## config.mk

```make
export PLATFORM = sky130hd
export DESIGN_NAME = dut_miter_flat
export DESIGN_NICKNAME = d
export VERILOG_FILES = /design/src/rtl/miter_pkg.sv /design/src/rtl/dut_miter_if.sv /design/src/rtl/lut4.sv /design/src/rtl/dut_miter.sv /design/src/flat_wrapper.sv
export SDC_FILE = /design/constraint.sdc
export NUM_CORES = 1
export LEC_CHECK = 0
export CAP_MARGIN = 20
export CORE_MARGIN = 2
export CORE_UTILIZATION = 35
export CTS_CLUSTER_DIAMETER = 120
export CTS_CLUSTER_SIZE = 40
export DETAILED_ROUTE_END_ITERATION = 12
export SKIP_CTS_REPAIR_TIMING = 1
export SLEW_MARGIN = 40
export SYNTH_ARGS = -nofsm -noshare
export SYNTH_HDL_FRONTEND = slang
export SYNTH_HIERARCHICAL = 1
export SYNTH_SLANG_ARGS = --single-unit
```

## constraint.sdc

```tcl
create_clock -name clk -period 0.8 [get_ports clk]
set_input_delay 0.24 -clock clk [delete_from_list [all_inputs] [get_ports clk]]
set_output_delay 0.24 -clock clk [all_outputs]
set_load 0.05 [all_outputs]
```

## src/rtl/miter_pkg.sv

```systemverilog
// Shared definitions for the LUT-techmap equivalence miter.
// Latency: n/a (constants and a pure combinational gold function).
// Backpressure: n/a.
//
// Contents: result field layout, INIT truth tables for every lut4 flavour
// used by the gate path, and the behavioural reference function f_gold.
// LUT truth tables are indexed by {I3,I2,I1,I0}; inputs a function does
// not use are don't-care, so the pattern is replicated across them.
package miter_pkg;

  localparam int RES_W    = 8;
  localparam int NIB_W    = 4;
  localparam int SUM_W    = 5;
  localparam int SUM_LSB  = 0;
  localparam int PAR_BIT  = 5;
  localparam int GT_BIT   = 6;
  localparam int ZERO_BIT = 7;

  // O = I0 ^ I1 ^ I2 (I3 ignored)
  localparam logic [15:0] LUT_XOR3     = 16'h9696;
  // O = majority(I0, I1, I2) (I3 ignored) -- ripple carry
  localparam logic [15:0] LUT_MAJ3     = 16'hE8E8;
  // O = ~(I0 | I1 | I2 | I3)
  localparam logic [15:0] LUT_NOR4     = 16'h0001;
  // O = I0 & I1 (I2, I3 ignored)
  localparam logic [15:0] LUT_AND2     = 16'h8888;
  // O = I0 ^ I1 ^ I2 ^ I3
  localparam logic [15:0] LUT_XOR4     = 16'h6996;
  // Comparator, least-significant stage: O = I0 & ~I1 (a_i > b_i)
  localparam logic [15:0] LUT_GT_FIRST = 16'h2222;
  // Comparator cascade stage, I0 = a_i, I1 = b_i, I2 = gt from lower bits:
  // O = (a_i & ~b_i) | (~(a_i ^ b_i) & gt_in). Higher bit decides, ties defer.
  localparam logic [15:0] LUT_GT_CASC  = 16'hB2B2;

  // Behavioural reference of the function under test.
  function automatic logic [RES_W-1:0] f_gold(input logic [RES_W-1:0] a);
    logic [RES_W-1:0] y;
    logic [NIB_W-1:0] lo;
    logic [NIB_W-1:0] hi;
    lo = a[NIB_W-1:0];
    hi = a[RES_W-1:NIB_W];
    y = '0;
    y[SUM_LSB +: SUM_W] = {1'b0, lo} + {1'b0, hi};
    y[PAR_BIT]          = ^a;
    y[GT_BIT]           = (lo > hi);
    y[ZERO_BIT]         = (a == 8'h00);
    return y;
  endfunction

endpackage

```

## src/rtl/dut_miter_if.sv

```systemverilog
// Operand/result bundle between the sweep driver and the miter.
// Latency: n/a (wires only).
// Backpressure: none; a new operand is accepted every cycle.
//
// Signals: in_A (operand, driver -> miter), trigger (mismatch pulse),
// y_ref (registered gold result).
interface dut_miter_if;
  import miter_pkg::*;

  logic [RES_W-1:0] in_A;
  logic             trigger;
  logic [RES_W-1:0] y_ref;

  modport master (
    output in_A,
    input  trigger,
    input  y_ref
  );

  modport slave (
    input  in_A,
    output trigger,
    output y_ref
  );

endinterface

```

## src/rtl/lut4.sv

```systemverilog
// Generic 4-input lookup-table cell used to build the gate-level path.
// Latency: combinational.
// Backpressure: n/a.
//
// Ports: I0..I3 select inputs (I3 most significant), O = INIT[{I3,I2,I1,I0}].
module lut4 #(
  parameter logic [15:0] INIT = 16'h0000
) (
  input  logic I0,
  input  logic I1,
  input  logic I2,
  input  logic I3,
  output logic O
);

  assign O = INIT[{I3, I2, I1, I0}];

endmodule

```

## src/rtl/dut_miter.sv

```systemverilog
// Equivalence miter: behavioural gold vs lut4 netlist of the same 8-bit function.
// Latency: 1 cycle from in_A to trigger / y_ref.
// Backpressure: none; accepts a new operand every cycle, trigger is a per-cycle pulse.
//
// Ports: clk, rst_n (async active-low), bus.slave { in_A in, trigger out, y_ref out }.
// Parameter INJECT_FAULT = 1 inverts the gate-path parity bit so the miter must fire.
module dut_miter
  import miter_pkg::*;
#(
  parameter bit INJECT_FAULT = 1'b0
) (
  input  logic        clk,
  input  logic        rst_n,
  dut_miter_if.slave  bus
);

  // Fault injection is done inside the netlist itself by complementing the
  // final parity LUT's truth table, so no behavioural logic enters the gate path.
  localparam logic [15:0] PAR_INIT = INJECT_FAULT ? ~LUT_XOR3 : LUT_XOR3;

  logic [NIB_W-1:0] w_a;
  logic [NIB_W-1:0] w_b;
  logic [RES_W-1:0] w_y_gold;
  logic [RES_W-1:0] w_y_gate;
  logic             w_mismatch;

  logic [NIB_W-1:0] w_sum;
  logic [NIB_W:0]   w_carry;
  logic [NIB_W:0]   w_gt;
  logic             w_par_lo;
  logic             w_par_hi;
  logic             w_par;
  logic             w_nz_lo;
  logic             w_nz_hi;
  logic             w_zero;

  logic             r_trigger;
  logic [RES_W-1:0] r_y_ref;

  assign w_a = bus.in_A[NIB_W-1:0];
  assign w_b = bus.in_A[RES_W-1:NIB_W];

  // ---------------------------------------------------------------- gold
  assign w_y_gold = f_gold(bus.in_A);

  // ---------------------------------------------------------------- gate
  // Ripple adder: carry-in of the LSB is tied low; the final carry is sum bit 4.
  assign w_carry[0] = 1'b0;

  // Magnitude compare a > b, cascaded from the LSB upward so the most
  // significant differing bit is the last one to override the running result.
  assign w_gt[0] = 1'b0;

  generate
    for (genvar i = 0; i < NIB_W; i++) begin : g_bit
      lut4 #(.INIT(LUT_XOR3)) u_sum (
        .I0 (w_a[i]),
        .I1 (w_b[i]),
        .I2 (w_carry[i]),
        .I3 (1'b0),
        .O  (w_sum[i])
      );

      lut4 #(.INIT(LUT_MAJ3)) u_cy (
        .I0 (w_a[i]),
        .I1 (w_b[i]),
        .I2 (w_carry[i]),
        .I3 (1'b0),
        .O  (w_carry[i+1])
      );

      if (i == 0) begin : g_gt_first
        lut4 #(.INIT(LUT_GT_FIRST)) u_gt (
          .I0 (w_a[i]),
          .I1 (w_b[i]),
          .I2 (w_gt[i]),
          .I3 (1'b0),
          .O  (w_gt[i+1])
        );
      end else begin : g_gt_casc
        lut4 #(.INIT(LUT_GT_CASC)) u_gt (
          .I0 (w_a[i]),
          .I1 (w_b[i]),
          .I2 (w_gt[i]),
          .I3 (1'b0),
          .O  (w_gt[i+1])
        );
      end
    end
  endgenerate

  // Parity: one XOR4 per nibble, combined by a third LUT.
  lut4 #(.INIT(LUT_XOR4)) u_par_lo (
    .I0 (w_a[0]), .I1 (w_a[1]), .I2 (w_a[2]), .I3 (w_a[3]),
    .O  (w_par_lo)
  );

  lut4 #(.INIT(LUT_XOR4)) u_par_hi (
    .I0 (w_b[0]), .I1 (w_b[1]), .I2 (w_b[2]), .I3 (w_b[3]),
    .O  (w_par_hi)
  );

  lut4 #(.INIT(PAR_INIT)) u_par (
    .I0 (w_par_lo), .I1 (w_par_hi), .I2 (1'b0), .I3 (1'b0),
    .O  (w_par)
  );

  // Zero detect: each nibble NOR'd, then AND of the two "nibble is zero" flags.
  lut4 #(.INIT(LUT_NOR4)) u_nz_lo (
    .I0 (w_a[0]), .I1 (w_a[1]), .I2 (w_a[2]), .I3 (w_a[3]),
    .O  (w_nz_lo)
  );

  lut4 #(.INIT(LUT_NOR4)) u_nz_hi (
    .I0 (w_b[0]), .I1 (w_b[1]), .I2 (w_b[2]), .I3 (w_b[3]),
    .O  (w_nz_hi)
  );

  lut4 #(.INIT(LUT_AND2)) u_zero (
    .I0 (w_nz_lo), .I1 (w_nz_hi), .I2 (1'b0), .I3 (1'b0),
    .O  (w_zero)
  );

  always_comb begin
    w_y_gate                      = '0;
    w_y_gate[SUM_LSB +: SUM_W]    = {w_carry[NIB_W], w_sum};
    w_y_gate[PAR_BIT]             = w_par;
    w_y_gate[GT_BIT]              = w_gt[NIB_W];
    w_y_gate[ZERO_BIT]            = w_zero;
  end

  // ------------------------------------------------------------- compare
  assign w_mismatch = (w_y_gold != w_y_gate);

  // Outputs are plain per-cycle samples: no history, so release from reset
  // mid-sweep reports the operand present at the first live edge.
  always_ff @(posedge clk or negedge rst_n) begin
    if (!rst_n) begin
      r_trigger <= 1'b0;
      r_y_ref   <= '0;
    end else begin
      r_trigger <= w_mismatch;
      r_y_ref   <= w_y_gold;
    end
  end

  assign bus.trigger = r_trigger;
  assign bus.y_ref   = r_y_ref;

endmodule

```

## src/flat_wrapper.sv

```systemverilog
// flat-port wrapper written by rule: the top's interface ports become plain ports
module dut_miter_flat import miter_pkg::*;
#(
  parameter bit INJECT_FAULT = 1'b0
)
  (clk, rst_n, bus_in_A, bus_trigger, bus_y_ref);
  dut_miter_if bus_i ();
  input  logic clk;
  input  logic rst_n;
  input wire logic [$bits(bus_i.in_A)-1:0] bus_in_A;
  output wire logic [$bits(bus_i.trigger)-1:0] bus_trigger;
  output wire logic [$bits(bus_i.y_ref)-1:0] bus_y_ref;
  assign bus_i.in_A = bus_in_A;
  assign bus_trigger = bus_i.trigger;
  assign bus_y_ref = bus_i.y_ref;
  dut_miter #(.INJECT_FAULT(INJECT_FAULT)) u_core (.clk(clk), .rst_n(rst_n), .bus(bus_i));
endmodule
```

## Yosys cells after proc, flatten, opt, wreduce, memory -nomap -nowiden

Memory sizes are Yosys's and may differ from the RTL's.
Cells that the tools add are included.

| word-level totals | value |
|---|---|
| logic and storage cells | 54 |
| bits in writable memories | 0 |
| output and inout bits | 9 |
| memories kept | 13 |
| flip-flop bits (word level) | 9 |
| input bits | 10 |
| latch bits | 0 |
| memory bits (read-only) | 136 |

| operators by class | value |
|---|---|
| bitwise logic cells | 0 |
| multiplexer cells | 23 |
| order comparisons | 12 |
| $mul | 0 |
| divide/modulo/power cells | 0 |
| equal/unequal tests | 1 |
| shift operators | 0 |
| reduce and logical (&&, ||, !) cells | 2 |
| $add $sub $neg | 1 |

Memory list:

| memory | words | width | rd ports | clocked after Yosys merged registers in | write ports | line | source |
|---|---|---|---|---|---|---|---|
| (no name shown) | 16 | 1 | 1 | 0 | 0 | lut4.sv:16 | `assign O = INIT[{I3, I2, I1, I0}];` |
| (no name shown) | 16 | 1 | 1 | 0 | 0 | lut4.sv:16 |  |
| (no name shown) | 16 | 1 | 1 | 0 | 0 | lut4.sv:16 |  |
| (no name shown) | 16 | 1 | 1 | 0 | 0 | lut4.sv:16 |  |
| (no name shown) | 8 | 1 | 1 | 0 | 0 | lut4.sv:16 |  |
| (no name shown) | 8 | 1 | 1 | 0 | 0 | lut4.sv:16 |  |
| 7 more memories | -- | -- | -- | -- | -- | -- |  |

Operators by type and width:

| kind | number |
|---|---|
| $lt A3 B5 Y1 const B | 6 |
| $mux W1 | 18 |
| $lt A2 B5 Y1 const B | 3 |
| $bmux W1 S2 | 5 |
| $lt A4 B5 Y1 const B | 2 |
| $logic_not A8 Y1 | 1 |
| $ne A8 B8 Y1 | 1 |
| $reduce_xor A8 Y1 | 1 |
| $add A4 B4 Y5 | 1 |
| $gt A4 B4 Y1 | 1 |

## Logic depth before layout (Yosys ltp)

Gate-level depths: netlist of run 1.

| depth | value |
|---|---|
| depth in word-level cells | 9 |
| depth in mapped cells | 9 |
| depth with buffers taken out | 9 |

## Modules after synthesis

Netlist of run 1, hierarchy kept.

Modules (own cells, without submodules):

| module | times used | seq. area each (um^2) | cells each | area each (um^2) |
|---|---|---|---|---|
| dut_miter | 1 | 225.2 | 65 | 684.4 |
| lut4 (u_core.g_bit[0].u_sum ...) | 5 | 0.0 | 1 | 23.8 |
| lut4 (u_core.u_par_hi ...) | 2 | 0.0 | 3 | 26.3 |
| lut4 (u_core.g_bit[0].u_cy ...) | 4 | 0.0 | 1 | 11.3 |
| lut4 (u_core.g_bit[1].g_gt_casc.u_gt ...) | 3 | 0.0 | 2 | 15.0 |
| lut4 (u_core.u_nz_hi ...) | 2 | 0.0 | 1 | 12.5 |
| lut4 (u_core.g_bit[0].g_gt_first.u_gt) | 1 | 0.0 | 1 | 13.8 |
| lut4 (u_core.u_zero) | 1 | 0.0 | 1 | 6.3 |

## Worst setup path before layout of run 1

No wires, ideal clock.

| timing path | value |
|---|---|
| path type | in2reg |
| start | input port bus_in_A[4] |
| end | register u_core.r_trigger (netlist: u_core/bus.trigger) |
| stages on the path | 8 |
| path slack | -1.174 ns |
| arrival time | 1.840 ns |
| path buffers | 0 |
| required time | 0.667 ns |
| library setup time | 0.133 ns |
| path through | maj3_2 maj3_2 maj3_2 xor3_1 xnor2_1 xnor2_1 nor3_2 nand4_1 |

| between the ends | value |
|---|---|
| longest elaborated chain between the ends | 9 |
| elaborated cells on any way between the ends | 37 |
| classes of those cells | 1 x add/sub; 1 x order compare; 1 x eq/ne; 21 x mux; 2 x reduce/logical; 11 x memory |

Ends and longest elaborated chain:

| item | line | source |
|---|---|---|
| from (decl) | flat_wrapper.sv:10 | `input wire logic [$bits(bus_i.in_A)-1:0] bus_in_A;` |
| $bmux W1 S2 | lut4.sv:16 |  |
| $mux W1 (not written as such) | lut4.sv:16 |  |
| $mem_v2 Z8 W1 | -- |  |
| $mux W1 (not written as such) | lut4.sv:16 |  |
| via u_core.w_carry[2] | dut_miter.sv:28 | `logic [NIB_W:0] w_carry;` |
| $mem_v2 Z8 W1 | -- |  |
| $mux W1 (not written as such) | lut4.sv:16 |  |
| via u_core.w_carry[3] | dut_miter.sv:28 |  |
| $mem_v2 Z8 W1 | -- |  |
| $mux W1 (not written as such) | lut4.sv:16 |  |
| via u_core.w_sum[3] | dut_miter.sv:27 | `logic [NIB_W-1:0] w_sum;` |
| $ne A8 B8 Y1 | dut_miter.sv:133 | `assign w_mismatch = (w_y_gold != w_y_gate);` |
| via u_core.w_mismatch | dut_miter.sv:25 | `logic w_mismatch;` |
| to (signal assigned) | dut_miter.sv:142 | `r_trigger <= w_mismatch;` |
| to (decl) | dut_miter.sv:37 | `logic r_trigger;` |

The timed path passes the listed nets, and every way through them passes these cells. The select of a mux whose other input is x is not followed.

## Worst setup path after layout of run 1

| timing path | value |
|---|---|
| start | input port bus_in_A[4] |
| end | register u_core.r_trigger (netlist: u_core/bus.trigger) |

| between the ends | value |
|---|---|
| longest elaborated chain between the ends | 9 |
| elaborated cells on any way between the ends | 37 |
| classes of those cells | 1 x add/sub; 1 x order compare; 1 x eq/ne; 21 x mux; 2 x reduce/logical; 11 x memory |

Ends and longest elaborated chain:

| item | line |
|---|---|
| $bmux W1 S2 | lut4.sv:16 |
| $mux W1 (not written as such) | lut4.sv:16 |
| via u_core.w_carry[1] | dut_miter.sv:28 |
| $mem_v2 Z8 W1 | -- |
| $mux W1 (not written as such) | lut4.sv:16 |
| via u_core.w_carry[2] | dut_miter.sv:28 |
| $mem_v2 Z8 W1 | -- |
| $mux W1 (not written as such) | lut4.sv:16 |
| via u_core.w_carry[3] | dut_miter.sv:28 |
| $mem_v2 Z8 W1 | -- |
| $mux W1 (not written as such) | lut4.sv:16 |
| via u_core.w_sum[3] | dut_miter.sv:27 |
| $ne A8 B8 Y1 | dut_miter.sv:133 |
| via u_core.w_mismatch | dut_miter.sv:25 |

The timed path passes the listed nets, and every way through them passes these cells. The select of a mux whose other input is x is not followed.

==> results of run 1 <==
## kinds of logic after synthesis
logic type,Yosys count
xor+xnor,24
flops,9
fa+ha+maj,20
compound gates,8
other cells,1
buf+inv,14
simple gates,14
## registers in the layout (all words and copies together) (netlist names)
register,cells
u_core/bus.y_ref,8
u_core/bus.trigger,1
## routing by layer
layer / vias up / global-route usage (%) / part of all wire [%]
met5: - / 0 / 0
met4: 0 / 2.99 / 0.69
met3: 2 / 2.04 / 1.7
met2: 13 / 29.1 / 54
met1: 404 / 18.2 / 43
li1: 427 / - / -
## cell usage in the layout, fill, tap and decap left out, drive strengths merged, types with 2 or more instances in the layout
master	count
xor2	5
xnor2	14
clkbuf	4
nand3	2
maj3	7
conb	3
nor4	2
nor2	2
buf	53
dfrtp	9
nor3	2
a21oi	2
nand4	2
inv	14
ha	12
xor3	5
dlymetal6s2s	3
## cell type report
| type | count | area (µm²) |
|---|---|---|
| Tap cell | 31 | 38.8 |
| Sequential cell | 9 | 235 |
| Fill cell | 199 | 758 |
| Clock buffer | 4 | 26.3 |
| Multi-Input combinational cell | 69 | 911 |
| Inverter | 14 | 103 |
| Timing Repair Buffer | 57 | 662 |
## critical path, delay by kind of cell
kind | cells | cell delay, ns
fa+ha+maj | 3 | 0.97
buf+inv | 1 | 0.10
simple gates | 2 | 0.29
xor+xnor | 3 | 0.54
## metrics by stage
| step | cells | setup TNS, ns | hold slack (ns) | worst slack [ns] | utilization, % |
|---|---|---|---|---|---|
| floorplan | 92 | -2.53 | -0.0556 | -1.17 | - |
| global placement | 168 | -10.27 | 0.534 | -1.69 | 63.2 |
| detailed placement | 168 | -10.61 | 0.548 | -1.77 | 63.2 |
| CTS | 172 | -10.57 | 0.277 | -1.51 | 64.2 |
| global route | 184 | -7.54 | 0.269 | -1.30 | 72.3 |
| finish | 184 | -7.07 | 0.272 | -1.22 | 72.3 |
## power groups by stage
stage / Sequential, µW / Combinational [µW] / Clock (µW)
after floorplan: 809 / 651 / 0
after global placement: 598 / 1570 / 0
after detailed placement: 598 / 1600 / 0
after CTS: 591 / 1600 / 343
after global routing: 598 / 1910 / 378
final: 590 / 1790 / 335
## path summary, 6_finish.rpt
check                             from                            end  slack [ns]  cells past startpoint
setup / recovery           bus_in_A[4]   u_core/bus.trigger$_DFF_PN0_       -1.22                      9
hold / removal                   rst_n   u_core/bus.trigger$_DFF_PN0_        0.27                      2
max in group asynchronous        rst_n  u_core/bus.y_ref[5]$_DFF_PN0_        0.38                      2
min in group clk           bus_in_A[0]  u_core/bus.y_ref[0]$_DFF_PN0_        0.56                      5
==> key figures, run 1 <==
Power
  – Switch share: ~36%
  – Leakage power: 0.000898 µW
  – Tot Pwr: 2720 µW
  – Max IR drop VDD: 1.48 mV
  – Total net switching power: 991 µW
  – Clk network pwr share: between 10 and 15%
  – Combinational fraction of design power: 66.0%
  – Pwr Density: around 1400 nW/µm²
  – Sequential power share: ~22%
  – Int Pwr: ~1700 µW

Timing
  – Fmax: a little under 0.5 GHz
  – Min cycle time layout: 2.02 ns
  – Post-route setup slack: -1.22 ns
  – Setup violators final: 18
  – RSZ-0062 raised after global routing: true
  – Final worst-path cycle share: 252%
  – Final Hold Viols: 0
  – Final slew viol count: 0

Cells and area
  – Area added between synthesis and finish: 99.4%
  – Cell area after layout: 1980 µm²
  – Antenna cell count: 0
  – Share of layout cells above drive strength 1: between 70% and 80%
  – Nets@finish: approximately 180

Min path
  – HP Class: input port to async pin

Floorplanning
  – Initial core utilization: 36.2%
  – Core ar.: ~2700 µm²
  – Die Area: roughly 3300 µm²
  – IO Pins: 19
  – Die height: between 50 and 60 µm
  – # rows: 19
  – Die X: 57.2 µm

Critical path
  – CP max FO: 3
  – CP arrival: between 2 and 2.5 ns
  – WP data required: 0.92 ns
  – Worst path cell trace: buf_8 > maj3_2 > maj3_2 > maj3_2 > xor3_1 > xnor2_2 > xnor2_1 > nor3_2 > nand4_1
  – Max stage delay on crit path: between 0.3 and 0.4 ns
  – CP Launch Type: input port
  – Top cell by count, worst path: maj3_2
  – Crit Path Category: input port to register
  – Crit path max-delay cell type: maj3_2
  – Critical Path End Type: register

Place
  – Placement-stage cell area: between 1500 and 2000 µm²
  – Hpwl dp: slightly below 2000 µm
  – I/O Buffers: 18
  – Gpl congestion: between 0.8 and 0.9

Yosys
  – Mux cell area share after synthesis: 0%
  – Simple-Gate Fraction of Synth Area: approximately a tenth
  – Sequential area share after synthesis: 22.7%
  – Synth cell types: 27
  – Yosys top cell area share: ~23%
  – Largest family of logic cells by synthesized area: XOR/XNOR gates
  – Top cells by count, synth: xnor2_1, inv_1, ha_1, dfrtp_1, maj3_2
  – Complex-gate fraction of the synthesized area: under 10%
  – Post-synth ARST share: 100%
  – Syn Inst Count: 90
  – Synth warn: 6
  – Synth top area cells: dfrtp_1, ha_1, xnor2_1
  – EDFF count, synth: 0
  – Most common cell in the netlist: xnor2_1
  – Mapped cell area: roughly 990 µm²
  – XOR/XNOR Fraction of Synth Area: around 29%
  – Most used DFF post-synth: dfrtp_1
  – Synth Register Bits: 9
  – Syn Area/Cell: around 11 µm²
  – Cell taking the most area after synthesis: dfrtp_1
  – Adder-Cell Fraction of Synth Area: 25.1%

GRT
  – Vias in the first global route: between 800 and 900
  – First-pass GRT wire length: between 3000 and 4000 µm
  – Largest net degree at the start of global routing: 10
  – GRT Residual Overflow: 0
  – Overall routing resource usage: roughly 15%
  – Initial antenna violation count: 0

Drt
  – DRT Wirelength: 2470 µm
  – Detail Route Antenna Nets: 0
  – Routed length per instance: between 10 and 15 µm
  – Vias post-DR: between 800 and 900
  – DR iter-0 viols: 0
  – Routed vias/inst: 4.60
  – # DRC: 0
  – Pre-antenna DRT Iters: 1

Clock network
  – H-Tree Depth: 1
  – CTS Buf Count: 3
  – Max Root-Sink Buffers: 2
  – CTS Root Cell: clkbuf_4
  – CTS Sinks: 9
  – Clock transition at path regs: around 0.060 ns
  – TritonCTS clock tree: done

Run status
  – Outcome: complete, but fails checks
  – Failing checks: setup timing

Job
  – Max-cap violations: 0
(Power assumes the default switching activity.)
==> run 2, diff against run 1 <==
--- a/config.mk
+++ b/config.mk
@@ -11,6 +11,7 @@
 export CTS_CLUSTER_DIAMETER = 120
 export CTS_CLUSTER_SIZE = 40
 export DETAILED_ROUTE_END_ITERATION = 12
+export DONT_BUFFER_PORTS = 1
 export SKIP_CTS_REPAIR_TIMING = 1
 export SLEW_MARGIN = 40
 export SYNTH_ARGS = -nofsm -noshare
==> run 2 against run 1 <==
The run still ends with setup timing left. Sequential share of layout area rose by 4.8 points. Die area unchanged. Critical endpoint unchanged. Sequential power increased by 35%. Via count fell by 17%. Non-clock buffer count down 41. Largest cell class unchanged. Cell area shrank 29%. First-iteration DRC count grew 4. Final cell count shrank 22%. Global-route usage decreased by 0.95 points.
==> key figures, run 2 (synthesis results as in run 1) <==
GRT
  – Vias in the first global route: 736 (-12%)
  – Initial antenna violation count: 0 (unchanged)
  – Largest net degree at the start of global routing: 10 (unchanged)
  – GRT Residual Overflow: 0 (unchanged)
  – Overall routing resource usage: 14.3% (-0.95 points)
  – First-pass GRT wire length: 3530 µm (-7.8%)

Clock network
  – H-Tree Depth: 1 (unchanged)
  – Clock transition at path regs: 0.06 ns (about the same)
  – CTS Sinks: 9 (unchanged)
  – TritonCTS clock tree: done
  – Max Root-Sink Buffers: 2 (unchanged)
  – CTS Buf Count: 3 (unchanged)
  – CTS Root Cell: clkbuf_4

Critical path
  – Crit path max-delay cell type: maj3_2
  – Max stage delay on crit path: 0.33 ns (about the same)
  – CP Launch Type: input port
  – Critical Path End Type: register
  – CP arrival: 1.87 ns (-0.27 ns)
  – WP data required: 0.93 ns (about the same)
  – Worst path top cell family by delay: adder cells
  – Worst path bufs/invs: 0 (-1)
  – CP max FO: 8 (+5)
  – Worst path cell trace: maj3_2 > maj3_2 > maj3_2 > xor3_1 > xnor2_1 > xnor2_1 > nor3_2 > nand4_1
  – Critical path origin: bus_in_A[4]
  – Crit Path Category: input port to register
  – Top cell by count, worst path: maj3_2

Timing
  – Min cycle time layout: 1.75 ns (-0.269 ns)
  – Final Hold Viols: 0 (unchanged)
  – Final slew viol count: 0 (unchanged)
  – Post-route setup slack: -0.949 ns (+0.269 ns)
  – Final worst-path cycle share: 219% (-34 points)
  – Fmax: 0.572 GHz (+15%)
  – Setup violators final: 16 (-2)
  – RSZ-0062 raised after global routing: true

Place
  – Placed Instances: 137 (-18%)
  – Gpl congestion: 0.794 (-4.3%)
  – Hpwl dp: 1770 µm (-9.5%)
  – Placement-stage cell area: 1350 µm² (-22%)
  – I/O Buffers: 0 (-18)

Drt
  – Vias post-DR: 704 (-17%)
  – Detail Route Antenna Nets: 0 (unchanged)
  – DRT Wirelength: 2080 µm (-16%)
  – DR iter-0 viols: 4 (+4)
  – Routed length per instance: 14.6 µm (+8.4%)
  – Routed vias/inst: 4.92 (+7.1%)
  – # DRC: 0 (unchanged)
  – Pre-antenna DRT Iters: 4 (+3)

Floorplanning
  – Initial core utilization: 36.2% (unchanged)
  – Die X: 57.2 µm (unchanged)
  – IO Pins: 19 (unchanged)
  – Die height: 57.2 µm (unchanged)
  – Die Area: 3270 µm² (unchanged)
  – Core ar.: 2730 µm² (unchanged)
  – # rows: 19 (unchanged)

Cells and area
  – Most frequent cells in the layout: buf_4, xnor2_1, ha_4, dfrtp_2, maj3_2
  – Antenna cell count: 0 (unchanged)
  – Max FFs per register: 8 (unchanged)
  – Layout Cells excl Fill: 143 (-22%)
  – Commonest non-fill, non-tap cell in the layout: buf_4
  – Cell area after layout: 1410 µm² (-29%)
  – Fillers: 261 (+31%)
  – Share of layout cells above drive strength 1: 57.1% (-13 points)
  – Area added between synthesis and finish: 42.3%
  – Nets@finish: 136 (-23%)

Min path
  – HP Class: input port to register
  – Hold Path End: u_core/bus.y_ref[6]$_DFF_PN0_
  – Hold path startpoint: bus_in_A[3]
  – Hold Crit Depth: 2

Job
  – Max-cap violations: 0 (unchanged)

Power
  – Max IR drop VDD: 1.02 mV (-31%)
  – Leakage power: 0.000588 µW (-34%)
  – Pwr Density: 1460 nW/µm² (+5.9%)
  – Tot Pwr: 2050 µW (-24%)

Run status
  – Outcome: complete, but fails checks
  – Failing checks: setup timing
-- run 2: changes by cell type in the layout (fill, tap and decap cells not counted), sizes merged --
cell           previous run  this run
dlymetal6s2s              3         0
buf                      53        15
dlygate4sd3               0         1
clkdlybuf4s50             1         0
-- run 2: metal layers --
metal | up-vias | global-route usage, % | share of wire, %
met2 | 15 | 26.6 | 54
li1 | 344 | - | -
met4 | 0 | 4.98 | 0
met3 | 0 | 0.680 | 2.4
met5 | - | 0 | 0
met1 | 345 | 17.4 | 43
-- run 2: area by class of cell --
type / count / area [µm²] / share of cell area (%)
inverters: 14 / 103 / 7.28
repair buffers: 16 / 139 / 9.85
flip-flops and latches: 9 / 235 / 16.7
well taps: 31 / 38.8 / 2.75
multi-input cells: 69 / 868 / 61.6
clock buffers: 4 / 26.3 / 1.86
-- run 2: worst max-delay path by stage --
stage | slack [ns] | cells past startpoint | end
6_report | -0.95 | 8 | u_core/bus.trigger$_DFF_PN0_
3_5_place_dp | -1.22 | 8 | u_core/bus.trigger$_DFF_PN0_
2_1_floorplan | -1.17 | 8 | u_core/bus.trigger$_DFF_PN0_
4_1_cts | -0.95 | 8 | u_core/bus.trigger$_DFF_PN0_
3_3_place_gp | -1.20 | 8 | u_core/bus.trigger$_DFF_PN0_
5_1_grt | -1.04 | 8 | u_core/bus.trigger$_DFF_PN0_
-- run 2: metrics by stage --
| step | TNS, ns | util (%) | hold WS (ns) | setup WS, ns |
|---|---|---|---|---|
| floorplan | -2.53 | - | -0.0556 | -1.17 |
| global placement | -3.56 | 49.3 | -0.0554 | -1.20 |
| detailed placement | -3.65 | 49.3 | -0.0554 | -1.22 |
| CTS | -3.58 | 50.3 | -0.332 | -0.946 |
| global route | -3.98 | 51.6 | 0.238 | -1.04 |
| finish | -3.56 | 51.6 | 0.245 | -0.949 |
-- run 2: power breakdown --
| part | switching (µW) | leakage [µW] | total (µW) | internal [µW] |
|---|---|---|---|---|
| sequential | 262 | 0.0000965 | 797 | 535 |
| clock | 136 | 0.0000150 | 326 | 191 |
| combinational | 371 | 0.000477 | 931 | 560 |
| total | 769 | 0.000588 | 2050 | 1290 |
==> run 3, diff against run 2 <==
--- a/config.mk
+++ b/config.mk
@@ -13,7 +13,6 @@
 export DETAILED_ROUTE_END_ITERATION = 12
 export DONT_BUFFER_PORTS = 1
 export SKIP_CTS_REPAIR_TIMING = 1
-export SLEW_MARGIN = 40
 export SYNTH_ARGS = -nofsm -noshare
 export SYNTH_HDL_FRONTEND = slang
 export SYNTH_HIERARCHICAL = 1
==> results of run 3 <==
No change in the layout: final DEF, timing and power equal those of run 2.
